### src/rtl/alu_pkg.sv
// Shared definitions for the accumulator ALU: opcode encoding, flag bit
// positions and a helper that packs the four status bits.
package alu_pkg;

  typedef enum logic [2:0] {
    HOLD  = 3'd0,
    CLEAR = 3'd1,
    ADD   = 3'd2,
    SUB   = 3'd3,
    NEG   = 3'd4,
    NOT   = 3'd5,
    AND   = 3'd6,
    XOR   = 3'd7
  } opcode_e;

  localparam int FLAG_N    = 3;
  localparam int FLAG_Z    = 2;
  localparam int FLAG_C    = 1;
  localparam int FLAG_V    = 0;
  localparam int NUM_FLAGS = 4;

  function automatic logic [NUM_FLAGS-1:0] pack_flags(
    input logic n,
    input logic z,
    input logic c,
    input logic v
  );
    logic [NUM_FLAGS-1:0] f;
    f         = '0;
    f[FLAG_N] = n;
    f[FLAG_Z] = z;
    f[FLAG_C] = c;
    f[FLAG_V] = v;
    return f;
  endfunction

endpackage

### src/rtl/alu_adder.sv
// WIDTH-bit adder with carry-in; reports carry-out and two's-complement
// overflow so ADD, SUB and NEG can all share it.
module alu_adder #(
  parameter int WIDTH = 8
) (
  input  logic [WIDTH-1:0] a_i,
  input  logic [WIDTH-1:0] b_i,
  input  logic             carry_i,
  output logic [WIDTH-1:0] sum_o,
  output logic             carry_o,
  output logic             overflow_o
);

  logic [WIDTH:0] full;

  assign full    = {1'b0, a_i} + {1'b0, b_i} + {{WIDTH{1'b0}}, carry_i};
  assign sum_o   = full[WIDTH-1:0];
  assign carry_o = full[WIDTH];

  // Overflow: both addends share a sign that the sum does not.
  assign overflow_o = (a_i[WIDTH-1] == b_i[WIDTH-1]) &&
                      (full[WIDTH-1] != a_i[WIDTH-1]);

endmodule

### src/rtl/alu.sv
// Single-accumulator ALU: applies one opcode per clock to the accumulator
// and the operand, registering the result and the N/Z/C/V flags.
module alu
  import alu_pkg::*;
#(
  parameter int WIDTH = 8
) (
  input  logic             clk,
  input  logic             rst,
  input  logic [WIDTH-1:0] in,
  input  logic [2:0]       control,
  output logic [WIDTH-1:0] accumulator,
  output logic [3:0]       flags
);

  opcode_e op;

  logic [WIDTH-1:0] acc_q;
  logic [WIDTH-1:0] acc_d;
  logic [3:0]       flags_q;
  logic [3:0]       flags_d;

  logic [WIDTH-1:0] addA;
  logic [WIDTH-1:0] addB;
  logic             addCin;
  logic [WIDTH-1:0] addSum;
  logic             addCout;
  logic             addOvf;

  assign op = opcode_e'(control);

  // ADD, SUB and NEG reuse one adder: (acc,in,0), (acc,~in,1), (0,~acc,1).
  always_comb begin
    addA   = acc_q;
    addB   = in;
    addCin = 1'b0;
    case (op)
      SUB: begin
        addB   = ~in;
        addCin = 1'b1;
      end
      NEG: begin
        addA   = '0;
        addB   = ~acc_q;
        addCin = 1'b1;
      end
      default: ;
    endcase
  end

  alu_adder #(
    .WIDTH(WIDTH)
  ) u_adder (
    .a_i       (addA),
    .b_i       (addB),
    .carry_i   (addCin),
    .sum_o     (addSum),
    .carry_o   (addCout),
    .overflow_o(addOvf)
  );

  always_comb begin
    acc_d   = acc_q;
    flags_d = flags_q;
    case (op)
      HOLD: ;
      CLEAR: begin
        acc_d   = '0;
        flags_d = pack_flags(1'b0, 1'b1, 1'b0, 1'b0);
      end
      ADD, SUB, NEG: begin
        acc_d   = addSum;
        flags_d = pack_flags(addSum[WIDTH-1], addSum == '0, addCout, addOvf);
      end
      NOT: begin
        acc_d   = ~acc_q;
        flags_d = pack_flags(acc_d[WIDTH-1], acc_d == '0, 1'b0, 1'b0);
      end
      AND: begin
        acc_d   = acc_q & in;
        flags_d = pack_flags(acc_d[WIDTH-1], acc_d == '0, 1'b0, 1'b0);
      end
      XOR: begin
        acc_d   = acc_q ^ in;
        flags_d = pack_flags(acc_d[WIDTH-1], acc_d == '0, 1'b0, 1'b0);
      end
      default: ;
    endcase
  end

  always_ff @(posedge clk) begin
    if (rst) begin
      acc_q   <= '0;
      flags_q <= '0;
    end else begin
      acc_q   <= acc_d;
      flags_q <= flags_d;
    end
  end

  assign accumulator = acc_q;
  assign flags       = flags_q;

endmodule

### config.mk
export PLATFORM = sky130hd
export DESIGN_NAME = alu
export DESIGN_NICKNAME = d
export VERILOG_FILES = /design/src/rtl/alu_pkg.sv /design/src/rtl/alu_adder.sv /design/src/rtl/alu.sv
export SDC_FILE = /design/constraint.sdc
export NUM_CORES = 1
export LEC_CHECK = 0
export ABC_AREA = 1
export CAP_MARGIN = 20
export CORE_MARGIN = 1
export CORE_UTILIZATION = 48
export CTS_CLUSTER_SIZE = 10
export DETAILED_ROUTE_END_ITERATION = 7
export HOLD_SLACK_MARGIN = 0.02
export PLACE_DENSITY = 0.73
export SLEW_MARGIN = 10
export SYNTH_ARGS = -nofsm -noshare
export SYNTH_HDL_FRONTEND = slang
export SYNTH_HIERARCHICAL = 1
export SYNTH_SLANG_ARGS = --single-unit
### constraint.sdc
create_clock -name clk -period 3.2 [get_ports clk]
set_input_delay 0.96 -clock clk [delete_from_list [all_inputs] [get_ports clk]]
set_output_delay 0.96 -clock clk [all_outputs]
set_load 0.02 [all_outputs]
### Yosys cells after proc, flatten, opt, wreduce, memory -nomap -nowiden

Cells that the tools add are included.

* flip-flop bits (word level): 12
* word-level logic and storage cells: 30
* output and inout bits: 12
* bits in latches: 0
* memory bits (writable): 0
* bits in read-only memories: 0
* memories kept: 0
* input bits: 13

* add/subtract/negate cells: 2
* bitwise logic cells: 4
* divide/modulo/power cells: 0
* eq/ne operators: 9
* multiplexer cells: 5
* $mul: 0
* shifts and indexed selects: 0
* reduce and logical (&&, ||, !) cells: 8
* $lt $le $gt $ge: 0

Operators by type and width (count)
* 8-bit case mux with 5 select lines: 1
* 8-bit logical NOT: 4
* 4-bit case mux with 5 select lines: 1
* 8-bit NOT: 2
* 8-bit case mux with 2 select lines: 1
* 3-bit equality test (second input constant): 4
* 8-bit by 8-bit adder with 9-bit output: 1
* 9-bit by 1-bit adder with 9-bit output: 1
* 8-bit AND: 1
* 8-bit two-way mux: 1
* 8-bit bitwise XOR: 1
* 3-bit by 2-bit equality test with 1-bit output (second input constant): 2
* 5-bit nonzero test: 1
* 3-bit by 1-bit equality test with 1-bit output (second input constant): 1
* 3-bit OR reduction: 1
* 2-bit OR reduction: 1
* 1-bit equality test: 1
* 1-bit logical AND: 1
* 1-bit two-way mux: 1
* 1-bit != test: 1

### Longest topological paths before layout

Gate-level depths: netlist (run 1).

* depth after elaboration: 7
* mapped depth: 20
* mapped depth without buffers: 19

### Modules after synthesis

Netlist (run 1), hierarchy kept.

Modules (own cells, without submodules)
* alu: times used 1, cells each 199, area an instance 1094.8 um^2
* alu_adder: times used 1, cells each 54, area an instance 369.1 um^2

### Worst setup path after synthesis (run 1)

No wires, ideal clock.

* path type: input -> register
* start: input control[0]
* end: register flags_q[2], in the netlist flags[2]
* path buffers: 2
* data arrival time: 3211 ps
* stages: 20
* setup slack: -128 ps
* setup time: 117 ps
* cells stage by stage: inv_1 nand3_1 buf_4 inv_2 buf_6 nor2_1 fa_1 fa_1 nand3_1 nand2_1 nand2_1 nand2_1 xor2_1 nor2_1 nand2_1 nor2_1 nand2_1 nand3_1 nor2_1 nor2_1

* word-level cells in the longest chain between the ends: 6

RTL lines
* from (decl): line alu.sv:11 `input logic [2:0] control,`
* 3-bit equality test: line alu.sv:37 `case (op)`
* 8-bit two-way mux: line alu.sv:37
* via addA[0]: line alu.sv:23 `logic [WIDTH-1:0] addA;`
* 8-bit by 8-bit adder with 9-bit output: line alu_adder.sv:16 `assign full = {1'b0, a_i} + {1'b0, b_i} + {{WIDTH{1'b0}}, carry_i};`
* 9-bit by 1-bit adder with 9-bit output: line alu_adder.sv:16
* via addSum[6]: line alu.sv:26 `logic [WIDTH-1:0] addSum;`
* 8-bit logical NOT: line alu.sv:73 `flags_d = pack_flags(addSum[WIDTH-1], addSum == '0, addCout, addOvf);`
* 4-bit case mux with 5 select lines: line alu.sv:65 `case (op)`
* to (signal assigned): line alu.sv:97 `flags_q <= flags_d;`
* to (decl): line alu.sv:20 `logic [3:0] flags_q;`

The timed path passes the listed nets, and every way through them passes these cells.
A chain may end at the register's enable or synchronous reset.

### Worst setup path in the final report (run 1)

* start: input control[0]
* end: register acc_q[6], in the netlist accumulator[6]

* word-level cells in the longest chain between the ends: 5

RTL lines
* 3-bit equality test / 3-bit by 2-bit equality test with 1-bit output (equally long branches): line alu.sv:37
* 8-bit case mux with 2 select lines (*): line alu.sv:37
* via addB[0]: line alu.sv:24 `logic [WIDTH-1:0] addB;`
* 8-bit by 8-bit adder with 9-bit output (*): line alu_adder.sv:16
* 9-bit by 1-bit adder with 9-bit output (*): line alu_adder.sv:16
* via addSum[6]: line alu.sv:26
* 8-bit case mux with 5 select lines (*): line alu.sv:65
* to (signal assigned): line alu.sv:93 `acc_q <= '0;`
* to (signal assigned): line alu.sv:96 `acc_q <= acc_d;`
* to (decl): line alu.sv:18 `logic [WIDTH-1:0] acc_q;`

Mark *: on every way through the listed nets, which the timed path passes. The rest lies on a longest branch.

==> results.py, run 1 <==
metrics = {
    "sta": {
        "finalMaxSlewViolations": 0,
        "hold_viol": 0,
        "clock.fmax_mhz": 333.3,
        "maxSlewHeadroom": 0.6393,
        "setup_viol": 0,
        "tightestPinTransition_ps": 539.0,
        "period_share": 0.9375,
        "fin_skew_ps": 2.108,
        "layout_min_cycle_time_ps": 3000,
        "holdWs_ps": 466.8,
        "worst_slack_ps": 200.1,
    },
    "synth": {
        "netlist_area_um2": 1464,
        "syn_inst": 253,
        "yosysSeqAreaShare": 0.1504,
        "postSynthAreaPerCell_um2": 5.786,
        "synthesis.nets": 283,
        "yosys_warnings": 6,
        "ys_types": 22,
        "yosysTopAreaCellShare": 0.2128,
        "ys_ff_latch": 11,
        "synth.area.top_cells": "nand2_1 21%, dfxtp_1 15%, ha_1 13%",
        "synth.largest_area_cell": "nand2_1",
    },
    "routing": {
        "viasPerCell": 5.071,
        "wire_per_inst_um": 12.06,
        "wl_um": 4064,
        "drc_errors": 3,
        "drtPass1Iterations": 6,
        "dr_total_vias": 1709,
        "ant_nets": 0,
        "first_iter_violations": 80,
    },
    "global_routing": {
        "track_usage": 0.2734,
        "grt_start_max_net_pins": 14,
        "grt_antenna_before_repair": 0,
        "overflow": 0,
        "grt_pass1_wl_um": 7017,
        "first_global_vias": 1609,
    },
    "setup_path": {
        "worstPathMaxFanout": 4,
        "required_ps": 3380,
        "rrSetupSlack_ps": 610,
        "worstSetupPathType": "primary input to flop",
        "critPathCaptureType": "flop",
        "start_kind": "primary input",
        "cp.arrival_ps": 3180,
    },
    "placed_design": {
        "numPlacedInstances": 331,
        "globalplace.congestion": 0.8741,
        "io_buffers": 24,
        "post-place-ws_ps": -550.9,
        "dp_hpwl_um": 3259,
    },
    "floorplan": {
        "rows": 19,
        "boundaryPins": 25,
        "die_w_um": 57.23,
        "start_util": 0.5175,
        "die_h_um": 57.23,
        "die_area_um2": 3275,
        "core_um2": 2829,
    },
    "clock_tree": {
        "insertion_delay_ps": 280,
        "clk_path_buf_depth": 2,
        "cts_root_buf": "clkbuf_4",
        "clk_pin_slew_ps": 70,
        "cts.sinks": 11,
        "tritoncts": "done",
        "htreeDepth": 1,
        "cts_hold_buf": 0,
        "cts_made_buffers": 3,
    },
    "final_layout": {
        "antenna_cells": 0,
        "drive_gt1_frac": 0.1993,
        "final_cell_mix": "80 x nand2_1, 37 x nor2_1, 31 x buf_4, 30 x inv_1, 20 x clkdlybuf4s50_1",
        "final_core_util": 0.7209,
        "n_fill_cell": 261,
        "synthToLayoutAreaGrowth_pct": 39.32,
        "finalNonFillerCells": 337,
        "layout_commonest_cell": "nand2_1",
        "seqCellArea_um2": 220.2,
        "multi_input_area_um2": 1137,
        "nNetsFinal": 337,
    },
    "pwr": {
        "cellPowerDensity_nw_per_um2": 359.4,
        "leakage_uw": 0.001064,
        "peakVddDrop_uv": 290.4,
        "total_power_uw": 732.9,
    },
    "status": {
        "outcome": "finished with violations",
        "violations": "DRC",
    },
    "worst_hold_path": {
        "hold_class": "flop to flop",
    },
    "job": {
        "max_cap_viol_count": 0,
    },
}
[layout make-up]
type,instances,share of cell area
multi-input combinational,202,0.5577
inverter,34,0.06748
tap,31,0.01902
timing repair buffer,55,0.2350
clock buffer,4,0.01288
sequential,11,0.1080
[cells in the mapped netlist (all sizes together)]
cell type / n
a21o: 1
fa: 2
nand3: 20
buf: 6
nand2: 87
o21ai: 1
inv: 34
ha: 15
a21oi: 15
o211ai: 8
xor2: 6
and2: 1
dfxtp: 11
nand4: 6
nor2: 40
[flip-flops by register name (all words and copies together) (netlist names)]
signal and count:
accumulator 8, flags 3
[kinds of logic after synthesis]
logic type / share of synthesized area
AND/OR/NAND/NOR: 0.4342
buffers and inverters: 0.1154
XOR/XNOR: 0.04103
flip-flops: 0.1504
AO/OA/AOI/OAI: 0.1034
adder cells (fa/ha/maj): 0.1556
[per-stage QoR]
stage,instance area (µm²),setup TNS (ps)
finish,2039,0
global route,2039,-12.03
CTS,1959,0
detailed placement,1927,-3084
global placement,1927,-2820
floorplan,1471,0
[path summary, 6_finish.rpt]
check            startpoint        endpoint  cells after the start
min                flags[0]        flags[0]                      2
max reg2reg  accumulator[0]  accumulator[6]                     16
min reg2reg        flags[0]        flags[0]                      2
max              control[0]  accumulator[6]                     18
[worst max-delay path, cell delays in order]
cell and delay, ps:
buf_6 110, inv_4 60, nand3_4 100, nand3_2 70, o211ai_1 120, fa_2 400
fa_2 410, nand3_2 80, nand2_2 70, nand2_2 80, nand2_2 60, xor2_2 150
buf_4 130, buf_4 120, nand2_1 60, nand4_1 100, nand2_1 70, inv_1 40
[layer usage]
metal / track usage / routed length (µm) / part of all wire
met5: 0 / 0 / 0
met4: 0.05226 / 43 / 0.011
met3: 0.04082 / 132 / 0.032
met2: 0.4874 / 1978 / 0.49
met1: 0.3509 / 1910 / 0.47
[where the power goes]
| part | total [µW] | internal, µW | switching (µW) |
|---|---|---|---|
| clock | 97.1 | 48.5 | 48.7 |
| sequential | 173 | 153 | 20.5 |
| combinational | 463 | 224 | 239 |
| total | 733 | 425 | 308 |
[repair_timing]
| action | in CTS | in global routing |
|---|---|---|
| cloned | 0 | 0 |
| pin swaps | 2 | 12 |
| endpoints found under the setup margin | 5 | 3 |
| gates resized for setup | 5 | 33 |
| buffers inserted | 0 | 2 |
(Power assumes the default switching activity.)
==> inputs of run 2 (changes only) <==
--- a/config.mk
+++ b/config.mk
@@ -8,11 +8,11 @@
 export ABC_AREA = 1
 export CAP_MARGIN = 20
 export CORE_MARGIN = 1
-export CORE_UTILIZATION = 48
+export CORE_UTILIZATION = 40
 export CTS_CLUSTER_SIZE = 10
 export DETAILED_ROUTE_END_ITERATION = 7
 export HOLD_SLACK_MARGIN = 0.02
-export PLACE_DENSITY = 0.73
+export PLACE_DENSITY = 0.62
 export SLEW_MARGIN = 10
 export SYNTH_ARGS = -nofsm -noshare
 export SYNTH_HDL_FRONTEND = slang
==> run 2 against run 1 <==
The flow now finishes without violations. Maximum frequency fell by 1.3%. Count of clock-buffer cells in the layout stayed put. Register-to-register slack gained 20 ps. Critical endpoint is now flags[2]. Highest routed layer unchanged.
==> results.py, run 2 (synthesized netlist as in run 1, its figures left out) <==
metrics = {
    "clock_tree": {
        "cts.sinks": 11,
        "cts_made_buffers": 3,
        "tritoncts": "done",
        "htreeDepth": 1,
        "cts_hold_buf": 0,
        "insertion_delay_ps": 270,
        "cts_root_buf": "clkbuf_4",
        "clk_path_buf_depth": 2,
        "clk_pin_slew_ps": 70,
    },
    "setup_path": {
        "required_ps": 3410,
        "crit_chain": "clkbuf_2 -> inv_2 -> nand3_4 -> buf_4 -> o211ai_1 -> fa_2 -> fa_2 -> nand3_2 -> nand2_2 -> nand2_1 -> nand2_2 -> xor2_2 -> nor2_1 -> nand2_1 -> nor2_1 -> nand2_1 -> nand3_1 -> nor2_1 -> nor2_1",
        "worstPathMaxFanout": 4,
        "rrSetupSlack_ps": 630,
        "cp_common_cell": "nor2_1",
        "critPathMaxStageDelay_ps": 410,
        "start_kind": "primary input",
        "r2r_end": "flags[2]",
        "cp.arrival_ps": 3250,
        "critPathBufInv": 3,
        "crit_slowest_cell": "fa_2",
        "rr_worst_depth": 17,
        "critPathCaptureType": "flop",
        "r2r_start": "accumulator[0]",
        "worstSetupPathType": "primary input to flop",
        "critical_path.top_delay_family": "simple AND/OR/NAND/NOR gates",
    },
    "placed_design": {
        "globalplace.congestion": 0.8423,
        "dp_hpwl_um": 3338,
        "post-place-ws_ps": -586.5,
        "io_buffers": 24,
        "numPlacedInstances": 347,
    },
    "final_layout": {
        "final_cell_mix": "81 x nand2_1, 38 x nor2_1, 35 x buf_4, 30 x inv_1, 20 x clkdlybuf4s50_1",
        "antenna_cells": 0,
        "largest_reg_flops": 8,
        "nNetsFinal": 339,
        "layout_commonest_cell": "nand2_1",
        "finalNonFillerCells": 354,
        "drive_gt1_frac": 0.2045,
        "n_fill_cell": 357,
        "synthToLayoutAreaGrowth_pct": 40.60,
    },
    "worst_hold_path": {
        "hold_depth": 2,
        "hp-start": "flags[1]",
        "min_to": "flags[1]",
        "hold_class": "flop to flop",
    },
    "job": {
        "max_cap_viol_count": 0,
    },
    "pwr": {
        "p_seq_frac": 0.236,
        "leakage_uw": 0.001061,
        "switching_share": 0.4199,
        "p_sw_uw": 306.3,
        "total_power_uw": 729.6,
        "power.internal_uw": 423.2,
        "p_clk_frac": 0.129,
        "p_comb_frac": 0.634,
        "cellPowerDensity_nw_per_um2": 354.5,
        "peakVddDrop_uv": 225.3,
    },
    "sta": {
        "worst_slack_ps": 161.9,
        "hold_viol": 0,
        "finalMaxSlewViolations": 0,
        "maxSlewHeadroom": 0.6531,
        "rsz0062_at_grt": "no",
        "layout_min_cycle_time_ps": 3038,
        "clock.fmax_mhz": 329.2,
        "holdWs_ps": 466.4,
        "setup_viol": 0,
        "fin_skew_ps": 0.8904,
        "period_share": 0.9494,
        "tightestPinTransition_ps": 518.4,
    },
    "floorplan": {
        "rows": 21,
        "boundaryPins": 25,
        "die_h_um": 62.50,
        "die_w_um": 62.50,
        "start_util": 0.4286,
        "core_um2": 3416,
        "die_area_um2": 3906,
    },
    "routing": {
        "drc_errors": 0,
        "ant_nets": 0,
        "drtPass1Iterations": 4,
        "viasPerCell": 4.873,
        "wire_per_inst_um": 11.54,
        "first_iter_violations": 67,
        "wl_um": 4084,
        "dr_total_vias": 1725,
    },
    "global_routing": {
        "grt_pass1_wl_um": 7058,
        "overflow": 0,
        "grt_start_max_net_pins": 14,
        "first_global_vias": 1662,
        "grt_antenna_before_repair": 0,
        "track_usage": 0.2234,
    },
    "status": {
        "outcome": "complete, no violations",
    },
}
[run 2: changes by cell type in the layout (fill, tap and decap cells not counted), moves of 2 or more]
| cell | previous run | this run |
|---|---|---|
| buf_6 | 3 | 0 |
| inv_2 | 0 | 2 |
| inv_4 | 4 | 2 |
| buf_4 | 31 | 35 |
[run 2: layer usage]
metal  share of wire  up-vias  global-route usage
li1                -      911                   -
met1            0.46      769              0.2764
met2            0.49       39              0.4063
met3           0.037        6             0.03102
met4           0.013        0             0.04651
met5               0        -                   0
[run 2: final cells by class]
class | count | area [µm²] | area share
inverter | 34 | 132.6 | 0.06444
timing repair buffer | 57 | 480.5 | 0.2334
sequential | 11 | 220.2 | 0.1070
tap | 46 | 57.56 | 0.02796
clock buffer | 4 | 26.28 | 0.01277
multi-input combinational | 202 | 1141 | 0.5544
[run 2: power by group through the flow]
stage	clock (µW)	combinational [µW]	sequential, µW
after detailed placement	0	443	176
after floorplan	0	240	190
after CTS	96.2	446	173
after global routing	103	519	175
after global placement	0	441	176
final	94.2	463	173
[run 2: how the worst max path moves through the flow]
stage / from / end / slack [ps] / cells after the start
after floorplan: control[0] / flags[2] / 6 / 20
after global placement: control[1] / flags[2] / -530 / 20
after detailed placement: control[1] / flags[2] / -590 / 20
after CTS: control[1] / flags[2] / 0.3 / 19
after global routing: control[1] / flags[2] / 0.2 / 19
final: control[2] / flags[2] / 160 / 19
[run 2: stage by stage]
stage	utilization	instance area, µm²	TNS, ps
after floorplan	-	1471	0
after detailed placement	0.5718	1953	-3620
after global placement	0.5718	1953	-3389
after global routing	0.6026	2058	0
final	0.6026	2058	0
after CTS	0.5835	1993	0
[run 2: what timing repair did]
item                                    CTS  global route
pin swaps                                 2            10
buffers inserted                          0             3
endpoints found under the setup margin    7             6
gates resized for setup                   6            24
[run 2: worst register-to-register path, stage by stage, from the launching register on]
cell	delay, ps
dfxtp_1	430
inv_1	110
nand2_1	80
o211ai_1	110
fa_2	410
fa_2	410
nand3_2	80
nand2_2	80
nand2_1	80
nand2_2	60
xor2_2	170
nor2_1	100
nand2_1	60
nor2_1	90
nand2_1	60
nand3_1	80
nor2_1	50
nor2_1	70
==> inputs of run 3 (changes only) <==
--- a/config.mk
+++ b/config.mk
@@ -11,10 +11,8 @@
 export CORE_UTILIZATION = 40
 export CTS_CLUSTER_SIZE = 10
 export DETAILED_ROUTE_END_ITERATION = 7
-export HOLD_SLACK_MARGIN = 0.02
 export PLACE_DENSITY = 0.62
 export SLEW_MARGIN = 10
 export SYNTH_ARGS = -nofsm -noshare
 export SYNTH_HDL_FRONTEND = slang
-export SYNTH_HIERARCHICAL = 1
 export SYNTH_SLANG_ARGS = --single-unit
==> run 3 against run 2 <==
Wire length rose by 2.4%. First-iteration DRC count is 69% higher. Flip-flop and latch count unchanged. Via count decreased by 0.29%. Largest power group unchanged.
==> results.py, run 3 <==
metrics = {
    "final_layout": {
        "post-route-cell-area_um2": 1962,
        "synthToLayoutAreaGrowth_pct": 33.56,
        "antenna_cells": 0,
        "layout_commonest_cell": "nand2_1",
        "nNetsFinal": 330,
        "multi_input_area_um2": 1069,
        "final_core_util": 0.5744,
        "largest_reg_flops": 8,
        "final_cell_mix": "71 x nand2_1, 40 x inv_1, 27 x nand3_1, 24 x nor2_1, 24 x buf_4",
        "seqCellArea_um2": 220.2,
        "n_fill_cell": 364,
        "drive_gt1_frac": 0.1405,
    },
    "pwr": {
        "leakage_uw": 0.001027,
        "peakVddDrop_uv": 278.6,
        "total_power_uw": 677.0,
        "cellPowerDensity_nw_per_um2": 345.1,
    },
    "placed_design": {
        "dp_hpwl_um": 3431,
        "io_buffers": 24,
        "placed_area_um2": 1914,
        "globalplace.congestion": 0.8880,
    },
    "synth": {
        "ys_ff_latch": 11,
        "synth.largest_area_cell": "nand2_1",
        "ys_types": 26,
        "syn_inst": 251,
        "postSynthAreaPerCell_um2": 5.852,
        "synth_flop_cell": "dfxtp_1",
        "synth_most_common_cell": "nand2_1",
        "yosysSeqAreaShare": 0.1499,
        "netlist_area_um2": 1469,
        "synthesis.nets": 281,
        "yosys_warnings": 0,
        "yosysTopAreaCellShare": 0.1840,
        "synth-edff-count": 0,
        "async_flop_share": 0,
        "yosys-top-cells-count": "72 x nand2_1, 40 x inv_1, 27 x nand3_1",
        "synth.area.top_cells": "nand2_1 18%, dfxtp_1 15%, ha_1 13%",
    },
    "clock_tree": {
        "insertion_delay_ps": 280,
        "clk_path_buf_depth": 2,
        "tritoncts": "done",
        "cts.sinks": 11,
        "clk_pin_slew_ps": 80,
        "cts_hold_buf": 0,
        "cts_made_buffers": 3,
        "cts_root_buf": "clkbuf_4",
        "htreeDepth": 1,
    },
    "global_routing": {
        "grt_start_max_net_pins": 14,
        "overflow": 0,
        "first_global_vias": 1544,
        "grt_pass1_wl_um": 7327,
        "track_usage": 0.2336,
        "grt_antenna_before_repair": 0,
    },
    "sta": {
        "maxSlewHeadroom": 0.7497,
        "fin_skew_ps": 8.121,
        "holdWs_ps": 479.4,
        "rsz0062_at_grt": "no",
        "setup_viol": 0,
        "clock.fmax_mhz": 336.7,
        "tightestPinTransition_ps": 375.1,
        "tns_ps": 0,
        "hold_viol": 0,
        "layout_min_cycle_time_ps": 2970,
        "period_share": 0.9282,
        "finalMaxSlewViolations": 0,
    },
    "status": {
        "outcome": "complete, no violations",
    },
    "floorplan": {
        "die_area_um2": 3919,
        "core_um2": 3416,
        "die_w_um": 62.60,
        "start_util": 0.4300,
        "die_h_um": 62.60,
        "rows": 21,
        "boundaryPins": 25,
    },
    "setup_path": {
        "rrSetupSlack_ps": 950,
        "cp.arrival_ps": 3190,
        "worstPathMaxFanout": 6,
        "required_ps": 3420,
        "start_kind": "primary input",
        "critPathCaptureType": "flop",
        "worstSetupPathType": "primary input to flop",
    },
    "routing": {
        "drtPass1Iterations": 4,
        "wire_per_inst_um": 12.13,
        "viasPerCell": 4.986,
        "dr_total_vias": 1720,
        "drc_errors": 0,
        "first_iter_violations": 113,
        "wl_um": 4184,
        "ant_nets": 0,
    },
    "worst_hold_path": {
        "hold_class": "flop to flop",
    },
    "job": {
        "max_cap_viol_count": 0,
    },
}
run 3: cell types whose count changed in the layout (fill, tap and decap cells not counted), sizes merged, moves of 3 or more:
cell	change
nand2	-14
nand3	+7
inv	+11
o21ai	+5
a22oi	+4
buf	-11
nor2	-12
nand4	-4
nor3	+3
xor2	-5
run 3: timing repair:
item                                    in CTS  in global routing
gates cloned                                 0                  0
setup buffers                                1                  0
resized for setup                            3                  7
pin swaps                                    1                  4
endpoints found under the setup margin       3                  9
run 3: worst max-delay path: stages:
cell	delay, ps
dlygate4sd2_1	290
nor2_4	140
nand2_4	80
nand3_1	80
o211ai_1	130
fa_2	420
fa_2	430
nor2_1	100
nand3_1	90
nor2_1	100
nand3_1	80
nor2_1	100
nand2_1	50
a21oi_1	110
run 3: final cells by class:
type / count / share of cell area
flip-flops and latches: 11 / 0.1122
multi-input cells: 190 / 0.5446
inverters: 46 / 0.08801
repair buffers: 48 / 0.2124
well taps: 46 / 0.02934
clock buffers: 4 / 0.01339
run 3: path summary, 6_finish.rpt:
path                       start       end  depth (start not counted)
setup / recovery      control[0]  flags[2]                         14
hold / removal          flags[0]  flags[0]                          2
setup reg to reg  accumulator[0]  flags[2]                         12
hold reg to reg         flags[0]  flags[0]                          2
run 3: cells by family (layout without fill, tap and decap cells):
| kind of cell | Yosys count | in the layout | share of synthesized area |
|---|---|---|---|
| XOR/XNOR | 1 | 1 | 0.005964 |
| flip-flops | 11 | 11 | 0.1499 |
| adder cells (fa/ha/maj) | 17 | 17 | 0.1550 |
| buffers and inverters | 50 | 98 | 0.1346 |
| AO/OA/AOI/OAI | 39 | 39 | 0.1704 |
| AND/OR/NAND/NOR | 133 | 133 | 0.3842 |
run 3: power breakdown:
group	switching, µW	internal (µW)	total, µW
registers	14.4	151	166
clock network	53.8	48.5	102
logic	228	181	409
total	297	380	677
run 3: stage by stage:
stage / instances / worst slack (ps)
after CTS: 345 / 16.76
after detailed placement: 340 / -371.9
after floorplan: 251 / 52.34
after global placement: 340 / -332.0
final: 345 / 229.9
after global routing: 345 / 15.85
run 3: routing by layer:
layer,track usage,vias up,routed length [µm]
li1,-,922,-
met1,0.3378,744,2070
met2,0.3614,50,1807
met3,0.02372,4,262
met4,0.06977,0,43
met5,0,-,0
